===== config.mk =====
export PLATFORM = sky130hd
export DESIGN_NAME = alu_share_ctrl_flat
export DESIGN_NICKNAME = d
export VERILOG_FILES = /design/src/rtl/alu_share_ctrl_if.sv /design/src/rtl/alu_share_ctrl.sv /design/src/flat_wrapper.sv
export SDC_FILE = /design/constraint.sdc
export NUM_CORES = 1
export LEC_CHECK = 0
export ABC_AREA = 1
export BUFFER_PORTS_ARGS = -buffer_cell sky130_fd_sc_hd__buf_2
export CAP_MARGIN = 20
export CELL_PAD_IN_SITES_DETAIL_PLACEMENT = 1
export CELL_PAD_IN_SITES_GLOBAL_PLACEMENT = 1
export CORE_AREA = 2 2 221 223
export CTS_CLUSTER_DIAMETER = 120
export DETAILED_ROUTE_END_ITERATION = 6
export DIE_AREA = 0 0 223 225
export GPL_ROUTABILITY_DRIVEN = 0
export PLACE_DENSITY = 0.57
export SYNTH_ARGS = -nofsm -noshare
export SYNTH_HDL_FRONTEND = slang
export SYNTH_SLANG_ARGS = --single-unit

===== constraint.sdc =====
create_clock -name clk -period 3.65 [get_ports clk]
set_clock_uncertainty 0.15 [all_clocks]
set_input_delay 0.365 -clock clk [delete_from_list [all_inputs] [get_ports clk]]
set_output_delay 0.365 -clock clk [all_outputs]
set_load 0.005 [all_outputs]

===== src/rtl/alu_share_ctrl_if.sv =====
// Bundle of the thread-side request/response lines and the ALU-side issue/completion lines
// seen by the shared-ALU controller.
interface alu_share_ctrl_if #(
    parameter int NUM_REQ = 2,
    parameter int DATA_W  = 64
);
    logic                      enable;
    logic                      flush;
    logic [NUM_REQ-1:0]        req;
    logic [NUM_REQ*8-1:0]      req_op;
    logic [NUM_REQ*DATA_W-1:0] req_a;
    logic [NUM_REQ*DATA_W-1:0] req_b;
    logic [NUM_REQ-1:0]        req_valid;
    logic [NUM_REQ-1:0]        grant;
    logic [NUM_REQ-1:0]        rsp_done;
    logic [DATA_W-1:0]         rsp_res;
    logic [5:0]                rsp_flags;
    logic                      rsp_err;
    logic                      alu_en;
    logic [7:0]                alu_op;
    logic [DATA_W-1:0]         alu_a;
    logic [DATA_W-1:0]         alu_b;
    logic                      alu_valid;
    logic [DATA_W-1:0]         alu_res;
    logic                      alu_done;
    logic [5:0]                alu_flags;
    logic                      busy;

    modport master (
        input  enable, flush, req, req_op, req_a, req_b, req_valid,
        input  alu_res, alu_done, alu_flags,
        output grant, rsp_done, rsp_res, rsp_flags, rsp_err,
        output alu_en, alu_op, alu_a, alu_b, alu_valid, busy
    );

    modport slave (
        output enable, flush, req, req_op, req_a, req_b, req_valid,
        output alu_res, alu_done, alu_flags,
        input  grant, rsp_done, rsp_res, rsp_flags, rsp_err,
        input  alu_en, alu_op, alu_a, alu_b, alu_valid, busy
    );
endinterface


===== src/rtl/alu_share_ctrl.sv =====
// Round-robin sequencer sharing one ALU between NUM_REQ threads, with a completion watchdog.
// Interface parameters must match the module parameters.
module alu_share_ctrl #(
    parameter int NUM_REQ     = 2,
    parameter int DATA_W      = 64,
    parameter int TIMEOUT_CYC = 64
) (
    input  logic             clk,
    input  logic             rst,
    alu_share_ctrl_if.master bus
);
    localparam int PTR_W = (NUM_REQ > 1) ? $clog2(NUM_REQ) : 1;
    localparam int CNT_W = $clog2(TIMEOUT_CYC);

    typedef enum logic [1:0] {
        S_IDLE  = 2'd0,
        S_ISSUE = 2'd1,
        S_WAIT  = 2'd2,
        S_RESP  = 2'd3
    } state_t;

    state_t              state_q, state_d;
    logic [PTR_W-1:0]    last_q, last_d;
    logic [CNT_W-1:0]    cnt_q, cnt_d;
    logic [NUM_REQ-1:0]  grant_q, grant_d;
    logic [NUM_REQ-1:0]  rsp_done_q, rsp_done_d;
    logic [DATA_W-1:0]   rsp_res_q, rsp_res_d;
    logic [5:0]          rsp_flags_q, rsp_flags_d;
    logic                rsp_err_q, rsp_err_d;
    logic                alu_en_q, alu_en_d;
    logic [7:0]          alu_op_q, alu_op_d;
    logic [DATA_W-1:0]   alu_a_q, alu_a_d;
    logic [DATA_W-1:0]   alu_b_q, alu_b_d;
    logic                alu_valid_q, alu_valid_d;
    logic                busy_q, busy_d;

    logic                found_s;
    logic [PTR_W-1:0]    win_s;

    // Round-robin pick: first requester after the previous winner.
    always_comb begin
        found_s = 1'b0;
        win_s   = last_q;
        for (int k = 1; k <= NUM_REQ; k++) begin
            if (!found_s && bus.req[(int'(last_q) + k) % NUM_REQ]) begin
                found_s = 1'b1;
                win_s   = PTR_W'((int'(last_q) + k) % NUM_REQ);
            end else begin
                found_s = found_s;
            end
        end
    end

    // Next-state and registered-output computation.
    always_comb begin
        state_d     = state_q;
        last_d      = last_q;
        cnt_d       = cnt_q;
        grant_d     = grant_q;
        rsp_done_d  = {NUM_REQ{1'b0}};
        rsp_res_d   = rsp_res_q;
        rsp_flags_d = rsp_flags_q;
        rsp_err_d   = rsp_err_q;
        alu_en_d    = 1'b0;
        alu_op_d    = alu_op_q;
        alu_a_d     = alu_a_q;
        alu_b_d     = alu_b_q;
        alu_valid_d = alu_valid_q;
        busy_d      = busy_q;

        case (state_q)
            S_IDLE: begin
                if (bus.enable && found_s) begin
                    alu_op_d    = bus.req_op[int'(win_s)*8 +: 8];
                    alu_a_d     = bus.req_a[int'(win_s)*DATA_W +: DATA_W];
                    alu_b_d     = bus.req_b[int'(win_s)*DATA_W +: DATA_W];
                    alu_valid_d = bus.req_valid[win_s];
                    grant_d     = {{(NUM_REQ-1){1'b0}}, 1'b1} << win_s;
                    last_d      = win_s;
                    alu_en_d    = 1'b1;
                    state_d     = S_ISSUE;
                end else begin
                    state_d = S_IDLE;
                end
            end
            S_ISSUE: begin
                cnt_d   = {CNT_W{1'b0}};
                state_d = S_WAIT;
            end
            S_WAIT: begin
                if (bus.alu_done) begin
                    rsp_res_d   = bus.alu_res;
                    rsp_flags_d = bus.alu_flags;
                    rsp_err_d   = 1'b0;
                    rsp_done_d  = grant_q;
                    state_d     = S_RESP;
                end else if (cnt_q == CNT_W'(TIMEOUT_CYC - 1)) begin
                    // Watchdog expiry: answer the owner with an error and a zeroed result.
                    rsp_res_d   = {DATA_W{1'b0}};
                    rsp_flags_d = 6'd0;
                    rsp_err_d   = 1'b1;
                    rsp_done_d  = grant_q;
                    state_d     = S_RESP;
                end else begin
                    cnt_d = cnt_q + CNT_W'(1);
                end
            end
            S_RESP: begin
                grant_d   = {NUM_REQ{1'b0}};
                rsp_err_d = 1'b0;
                state_d   = S_IDLE;
            end
            default: begin
                grant_d = {NUM_REQ{1'b0}};
                state_d = S_IDLE;
            end
        endcase

        // Flush drops any in-flight op without a response.
        if (bus.flush) begin
            state_d     = S_IDLE;
            last_d      = PTR_W'(NUM_REQ - 1);
            cnt_d       = {CNT_W{1'b0}};
            grant_d     = {NUM_REQ{1'b0}};
            rsp_done_d  = {NUM_REQ{1'b0}};
            rsp_res_d   = {DATA_W{1'b0}};
            rsp_flags_d = 6'd0;
            rsp_err_d   = 1'b0;
            alu_en_d    = 1'b0;
            alu_op_d    = 8'd0;
            alu_a_d     = {DATA_W{1'b0}};
            alu_b_d     = {DATA_W{1'b0}};
            alu_valid_d = 1'b0;
            busy_d      = 1'b0;
        end else begin
            busy_d = (state_d != S_IDLE);
        end
    end

    // State and output registers.
    always_ff @(posedge clk) begin
        if (rst) begin
            state_q     <= S_IDLE;
            last_q      <= PTR_W'(NUM_REQ - 1);
            cnt_q       <= {CNT_W{1'b0}};
            grant_q     <= {NUM_REQ{1'b0}};
            rsp_done_q  <= {NUM_REQ{1'b0}};
            rsp_res_q   <= {DATA_W{1'b0}};
            rsp_flags_q <= 6'd0;
            rsp_err_q   <= 1'b0;
            alu_en_q    <= 1'b0;
            alu_op_q    <= 8'd0;
            alu_a_q     <= {DATA_W{1'b0}};
            alu_b_q     <= {DATA_W{1'b0}};
            alu_valid_q <= 1'b0;
            busy_q      <= 1'b0;
        end else begin
            state_q     <= state_d;
            last_q      <= last_d;
            cnt_q       <= cnt_d;
            grant_q     <= grant_d;
            rsp_done_q  <= rsp_done_d;
            rsp_res_q   <= rsp_res_d;
            rsp_flags_q <= rsp_flags_d;
            rsp_err_q   <= rsp_err_d;
            alu_en_q    <= alu_en_d;
            alu_op_q    <= alu_op_d;
            alu_a_q     <= alu_a_d;
            alu_b_q     <= alu_b_d;
            alu_valid_q <= alu_valid_d;
            busy_q      <= busy_d;
        end
    end

    assign bus.grant     = grant_q;
    assign bus.rsp_done  = rsp_done_q;
    assign bus.rsp_res   = rsp_res_q;
    assign bus.rsp_flags = rsp_flags_q;
    assign bus.rsp_err   = rsp_err_q;
    assign bus.alu_en    = alu_en_q;
    assign bus.alu_op    = alu_op_q;
    assign bus.alu_a     = alu_a_q;
    assign bus.alu_b     = alu_b_q;
    assign bus.alu_valid = alu_valid_q;
    assign bus.busy      = busy_q;
endmodule

===== src/flat_wrapper.sv =====
// flat-port wrapper written by rule: the top's interface ports become plain ports
module alu_share_ctrl_flat 
#(
    parameter int NUM_REQ     = 2,
    parameter int DATA_W      = 64,
    parameter int TIMEOUT_CYC = 64
)
  (clk, rst, bus_enable, bus_flush, bus_req, bus_req_op, bus_req_a, bus_req_b, bus_req_valid, bus_alu_res, bus_alu_done, bus_alu_flags, bus_grant, bus_rsp_done, bus_rsp_res, bus_rsp_flags, bus_rsp_err, bus_alu_en, bus_alu_op, bus_alu_a, bus_alu_b, bus_alu_valid, bus_busy);
  alu_share_ctrl_if #(.NUM_REQ(NUM_REQ), .DATA_W(DATA_W)) bus_i ();
  input  logic clk;
  input  logic rst;
  input wire logic [$bits(bus_i.enable)-1:0] bus_enable;
  input wire logic [$bits(bus_i.flush)-1:0] bus_flush;
  input wire logic [$bits(bus_i.req)-1:0] bus_req;
  input wire logic [$bits(bus_i.req_op)-1:0] bus_req_op;
  input wire logic [$bits(bus_i.req_a)-1:0] bus_req_a;
  input wire logic [$bits(bus_i.req_b)-1:0] bus_req_b;
  input wire logic [$bits(bus_i.req_valid)-1:0] bus_req_valid;
  input wire logic [$bits(bus_i.alu_res)-1:0] bus_alu_res;
  input wire logic [$bits(bus_i.alu_done)-1:0] bus_alu_done;
  input wire logic [$bits(bus_i.alu_flags)-1:0] bus_alu_flags;
  output wire logic [$bits(bus_i.grant)-1:0] bus_grant;
  output wire logic [$bits(bus_i.rsp_done)-1:0] bus_rsp_done;
  output wire logic [$bits(bus_i.rsp_res)-1:0] bus_rsp_res;
  output wire logic [$bits(bus_i.rsp_flags)-1:0] bus_rsp_flags;
  output wire logic [$bits(bus_i.rsp_err)-1:0] bus_rsp_err;
  output wire logic [$bits(bus_i.alu_en)-1:0] bus_alu_en;
  output wire logic [$bits(bus_i.alu_op)-1:0] bus_alu_op;
  output wire logic [$bits(bus_i.alu_a)-1:0] bus_alu_a;
  output wire logic [$bits(bus_i.alu_b)-1:0] bus_alu_b;
  output wire logic [$bits(bus_i.alu_valid)-1:0] bus_alu_valid;
  output wire logic [$bits(bus_i.busy)-1:0] bus_busy;
  assign bus_i.enable = bus_enable;
  assign bus_i.flush = bus_flush;
  assign bus_i.req = bus_req;
  assign bus_i.req_op = bus_req_op;
  assign bus_i.req_a = bus_req_a;
  assign bus_i.req_b = bus_req_b;
  assign bus_i.req_valid = bus_req_valid;
  assign bus_i.alu_res = bus_alu_res;
  assign bus_i.alu_done = bus_alu_done;
  assign bus_i.alu_flags = bus_alu_flags;
  assign bus_grant = bus_i.grant;
  assign bus_rsp_done = bus_i.rsp_done;
  assign bus_rsp_res = bus_i.rsp_res;
  assign bus_rsp_flags = bus_i.rsp_flags;
  assign bus_rsp_err = bus_i.rsp_err;
  assign bus_alu_en = bus_i.alu_en;
  assign bus_alu_op = bus_i.alu_op;
  assign bus_alu_a = bus_i.alu_a;
  assign bus_alu_b = bus_i.alu_b;
  assign bus_alu_valid = bus_i.alu_valid;
  assign bus_busy = bus_i.busy;
  alu_share_ctrl #(.NUM_REQ(NUM_REQ), .DATA_W(DATA_W), .TIMEOUT_CYC(TIMEOUT_CYC)) u_core (.clk(clk), .rst(rst), .bus(bus_i));
endmodule

**Word-level counts from Yosys, hierarchy flattened**

Cells that the tools add are included.

- Bits in registers: 223
- Bits in latches: 0
- RAM bits: 0
- Bits in read-only memories: 0
- Bits of input ports: 351
- Output and inout port bits: 214
- Word-level logic and storage cells: 84
- Memories: 0

- Add/sub/neg operators: 3
- Multipliers: 0
- Divide/modulo/power cells: 0
- Magnitude comparators: 3
- Equality and inequality tests: 8
- Shifts and indexed selects: 4
- Multiplexer cells: 31
- Bitwise operators: 4
- Reduce and logical (&&, ||, !) cells: 17

Operator list:

| kind | number |
|---|---|
| $shiftx 128x8->64 | 2 |
| $mux 64 | 2 |
| $mux 6 | 4 |
| $mux 1 | 16 |
| $shiftx 16x5->8 | 1 |
| $pmux 6 s2 | 1 |
| $mux 2 | 5 |
| $reduce_bool 2->1 | 5 |
| $pmux 2 s4 | 1 |
| $reduce_and 2->1 | 4 |
| $add 6x1->6 const B | 1 |
| $eq 6x6->1 const B | 1 |
| $lt 2x3->1 const B | 2 |
| $reduce_or 3->1 | 2 |
| $eq 2x2->1 const B | 2 |
| $ne 2x2->1 const B | 2 |
| $pmux 2 s2 | 1 |
| $ne 3x2->1 const B | 1 |
| $reduce_and 3->1 | 1 |
| $add 1x1->1 const B | 2 |
| $and 1x1->1 const A | 2 |
| $eq 2x1->1 const B | 1 |
| $logic_and 1x1->1 | 2 |
| $logic_not 2->1 | 1 |
| other kinds (7) | 8 |

**Logic depth before layout (Yosys ltp)**

- Word-level depth: 13
- Depth in mapped cells: 10
- Mapped depth without buffers: 9

**Least setup slack after synthesis**

OpenSTA, ideal clock, no wires.

- Kind: register to register
- Start: reg u_core.state_q[0]
- End: reg u_core.cnt_q[4]
- Setup time: 0.113 ns
- Arrival: 1.319 ns
- Required time: 3.387 ns
- Path slack: 2.068 ns
- Stages on the path, launching flop included: 11
- Buffers on the path: 1
- Clock period less this slack: 1.582 ns
- Cells stage by stage: dfxtp_1 -> inv_1 -> ha_1 -> buf_2 -> nand2_1 -> o21bai_2 -> nand2_1 -> nand2_1 -> nand2_1 -> nand2_1 -> nor2_1

- Longest elaborated chain between the ends: 3
- Elaborated cells between the ends (all ways): 7
- Classes of those cells: 4 x eq/ne; 1 x mux; 2 x reduce/logical

Ends and longest elaborated chain:

| what | RTL line | source |
|---|---|---|
| start, declared | alu_share_ctrl.sv:22 | `state_t state_q, state_d;` |
| start signal, assigned | alu_share_ctrl.sv:158 | `state_q <= state_d;` |
| $eq 2x2->1 / $eq 2x1->1 (equally long branches) | alu_share_ctrl.sv:71 | `case (state_q)` |
| $ne 2x2->1 (no source line) / $reduce_bool 2->1 (equally long branches) | - |  |
| $reduce_and 3->1 (no source line) | - |  |
| end signal, assigned | alu_share_ctrl.sv:145 | `cnt_q <= {CNT_W{1'b0}};` |
| end signal, assigned | alu_share_ctrl.sv:160 | `cnt_q <= cnt_d;` |
| end, declared | alu_share_ctrl.sv:24 | `logic [CNT_W-1:0] cnt_q, cnt_d;` |

Parallel ways exist; a longest one is shown, timed or not.
A chain may end at the register's enable or synchronous reset.

**Worst setup path after layout**

- Start: reg u_core.last_q
- End: reg u_core.alu_a_q[51], in the netlist u_core.bus.alu_a[51]

- Longest elaborated chain between the ends: 10
- Elaborated cells between the ends (all ways): 17
- Classes of those cells: 2 x add/sub; 1 x shift; 10 x mux; 4 x reduce/logical

Ends and longest elaborated chain:

| what | RTL line | source |
|---|---|---|
| start, declared | alu_share_ctrl.sv:23 | `logic [PTR_W-1:0] last_q, last_d;` |
| start signal, assigned | alu_share_ctrl.sv:144 | `last_q <= PTR_W'(NUM_REQ - 1);` |
| start signal, assigned | alu_share_ctrl.sv:159 | `last_q <= last_d;` |
| parallel branches: the longest is 10 deep, another holds $add 1x1->1 | - |  |
| end signal, assigned | alu_share_ctrl.sv:153 | `alu_a_q <= {DATA_W{1'b0}};` |
| end signal, assigned | alu_share_ctrl.sv:168 | `alu_a_q <= alu_a_d;` |
| end, declared | alu_share_ctrl.sv:32 | `logic [DATA_W-1:0] alu_a_q, alu_a_d;` |

Parallel ways; which one is timed is not known. The select of a mux whose other input is x is not followed.

==> flow_summary_export.csv <==
group,metric,value,unit
finish,layout_common_cells,"852 x nand2_1, 564 x buf_2, 223 x dfxtp_1, 216 x a21oi_1, 160 x dlygate4sd3_1",
placed_design,io_buffers,564,
die,core_area,47500,um2
setup_path,crit_buf_inv,4,
placed_design,dp_hpwl,29800,um
setup_path,path_cells,"inv_2 > nand2_1 > nand2_4 > inv_4 > buf_4 > nand2_1 > nand2_1 > dlygate4sd3_1 > nand2_1 > a21oi_1",
clock_tree,cts_setup_buffers,0,
finish,final_common_cell,"nand2_1",
clock_tree,clock_path_buffers,3,
synthesis,synth_top_family_by_area,"simple AND/OR/NAND/NOR gates",
sta,rsz0062_at_grt,"no",
synthesis,synthXorXnorAreaFrac,0,%
sta,whs,0.0303,ns
die,die-area,50200,um2
routing,vias_per_cell,4.23,
die,chipWidth,223,um
die,dieHeight,225,um
placed_design,post-place-ws,1.31,ns
global_route,grt_usage,16.7,%
sta,finalCriticalPeriod,2.50,ns
finish,syn_to_final_growth,59.3,%
synthesis,yosys.area_share.simple,34.5,%
pwr,peakVddDrop,0.251,mV
sta,max_slew.worst_pin.slew,0.966,ns
synthesis,syn_avg_cell_area,6.64,um2
sta,fmax,401,MHz
synthesis,syn-cell-area,9620,um2
routing,drc_errors,0,
setup_path,crit_slowest_cell,"dlygate4sd3_1",
clock_tree,cts_buffers,29,
setup_path,critPathMostFrequentCell,"nand2_1",
sta,drv_slew,0,
pwr,leakage,7.47,nW
setup_path,cp_top_family,"buffers and inverters",
synthesis,synthCells,1449,
synthesis,ys_ff_latch,223,
clock_tree,cts_tree,"built",
pwr,p_per_area,400,nW/um2
sta,slew_headroom,35.6,%
synthesis,synth_compound_gate_area_share,11.7,%
status,status,"finished clean",
routing,post_drt_wl_per_cell,15.8,um
die,ios,565,
sta,finalHoldViolations,0,
global_route,grt_max_degree,139,
synthesis,seq_area_frac_synth,46.4,%
routing,drtIter0Drc,395,
pwr,fin_total_pwr,6.13,mW
synthesis,synth_mux_area_share,0,%
global_route,antenna_found_initial,4,
routing,dr.pass1.iters,4,
setup_path,slowest_delay,0.54,ns
routing,wl,43500,um
clock_tree,ctsResizeCount,0,
setup_path,worst_ep_arrival_time,2.82,ns
run,drv_cap,0,
clock_tree,clk_latency,0.54,ns
clock_tree,cts_root_buffer,"clkbuf_16",
die,start_util,20.2,%
sta,worst_slack,1.15,ns
synthesis,ys_types,21,
sta,setup_viol,0,
setup_path,path_class,"flop to flop",
setup_path,cp.required,3.98,ns
clock_tree,cts_max_level,1,
finish,fin_nets,2476,
sta,post-route-period-util,68.4,%
setup_path,critical_path.endpoint_type,"flop",
synthesis,yosys_warnings,0,
finish,drive_above_1_share,29.4,%
routing,vias,11700,
sta,tns,0,ns
routing,final_antenna_net_count,0,
worst_hold_path,hold_class,"input pin to flop",
global_route,grt_pass1_vias,12300,
synthesis,syn-num-nets,1806,
synthesis,synthAdderAreaFrac,0.780,%
placed_design,place_area,12800,um2
global_route,grt_pass1_wl,66800,um
finish,stdcell_area,15300,um2
setup_path,worstSetupStartpointType,"flop",
die,num_rows,80,
clock_tree,numClockSinks,223,
global_route,grt-ovfl-total,0,
clock_tree,cts.clk_slew.worst_paths,0.06,ns
setup_path,crit_fanout,37,
[area by class of cell]
cell class                 count  area [um2]
clock buffer                  46         850
fill                        6135       32200
multi-input combinational   1106        4530
inverter                      22        92.6
antenna                        4        10.0
timing repair buffer         737        4580
sequential                   223        4460
clock inverter                 4        22.5
tap                          615         769
[state kept, by name, summed over array words and instances (netlist names), 2 cells and up]
| register | cells |
|---|---|
| u_core.bus.alu_a | 64 |
| u_core.bus.alu_b | 64 |
| u_core.bus.alu_op | 8 |
| u_core.bus.grant | 2 |
| u_core.bus.rsp_done | 2 |
| u_core.bus.rsp_flags | 6 |
| u_core.bus.rsp_res | 64 |
| u_core.cnt_q | 6 |
| u_core.state_q | 2 |
[power by group]
part | total (mW) | internal [mW] | switching, mW
Clock | 2.64 | 1.57 | 1.07
Sequential | 2.52 | 2.49 | 0.0268
Combinational | 0.975 | 0.445 | 0.530
[per-layer routing]
| layer | global-route usage (%) | vias up | routed length [um] |
|---|---|---|---|
| met4 | 5.98 | 4 | 1570 |
| met1 | 18.1 | 5395 | 17000 |
| met5 | 0 | - | 24 |
| li1 | - | 5850 | - |
| met3 | 4.03 | 87 | 2510 |
| met2 | 31.3 | 335 | 22400 |
[repair_timing]
item	in CTS	in global routing
endpoints found under the setup margin	0	0
hold buffers	160	0
hold endpoints to repair	131	0
[cells in the mapped netlist, drive strengths merged]
master  count  area [um2]
nand2     854        3210
buf        65         430
clkbuf     33         124
a21oi     216        1080
ha          6        75.1
o21ai       6        37.5
nand3b      1        7.51
inv        22        82.6
dfxtp     223        4460
o21bai      1        11.3
nand3       9        45.0
nor2       13        53.8
[worst paths after layout]
check | depth (start not counted) | end | slack [ns] | start
worst max register to register | 10 | u_core.bus.alu_a[51]$_SDFFE_PP0P_ | 1.15 | u_core.last_q$_SDFFE_PP1P_
worst max-delay path | 10 | u_core.bus.alu_a[51]$_SDFFE_PP0P_ | 1.15 | u_core.last_q$_SDFFE_PP1P_
worst min-delay path | 5 | u_core.bus.alu_b[57]$_SDFFE_PP0P_ | 0.03 | bus_req_b[57]
worst min register to register | 2 | u_core.bus.rsp_res[62]$_SDFFE_PP0P_ | 0.31 | u_core.bus.rsp_res[62]$_SDFFE_PP0P_
[stage by stage]
stage,instances,util (%)
2_1_floorplan,1449,-
3_3_place_gp,2543,27.0
3_5_place_dp,2543,27.0
4_1_cts,2753,32.2
5_1_grt,2755,32.2
6_report,2757,32.2
[worst min-delay path: stages]
cell and delay, ns:
buf_2 0.10, nand2_1 0.06, nand2_1 0.05, nand2_1 0.05, a21oi_1 0.05
[logic make-up after synthesis]
family	after synthesis
AND/OR/NAND/NOR	877
AO/OA/AOI/OAI	223
flip-flops	223
buffers and inverters	120
adder cells (fa/ha/maj)	6
Note: power is estimated with default switching activity, not from simulation.
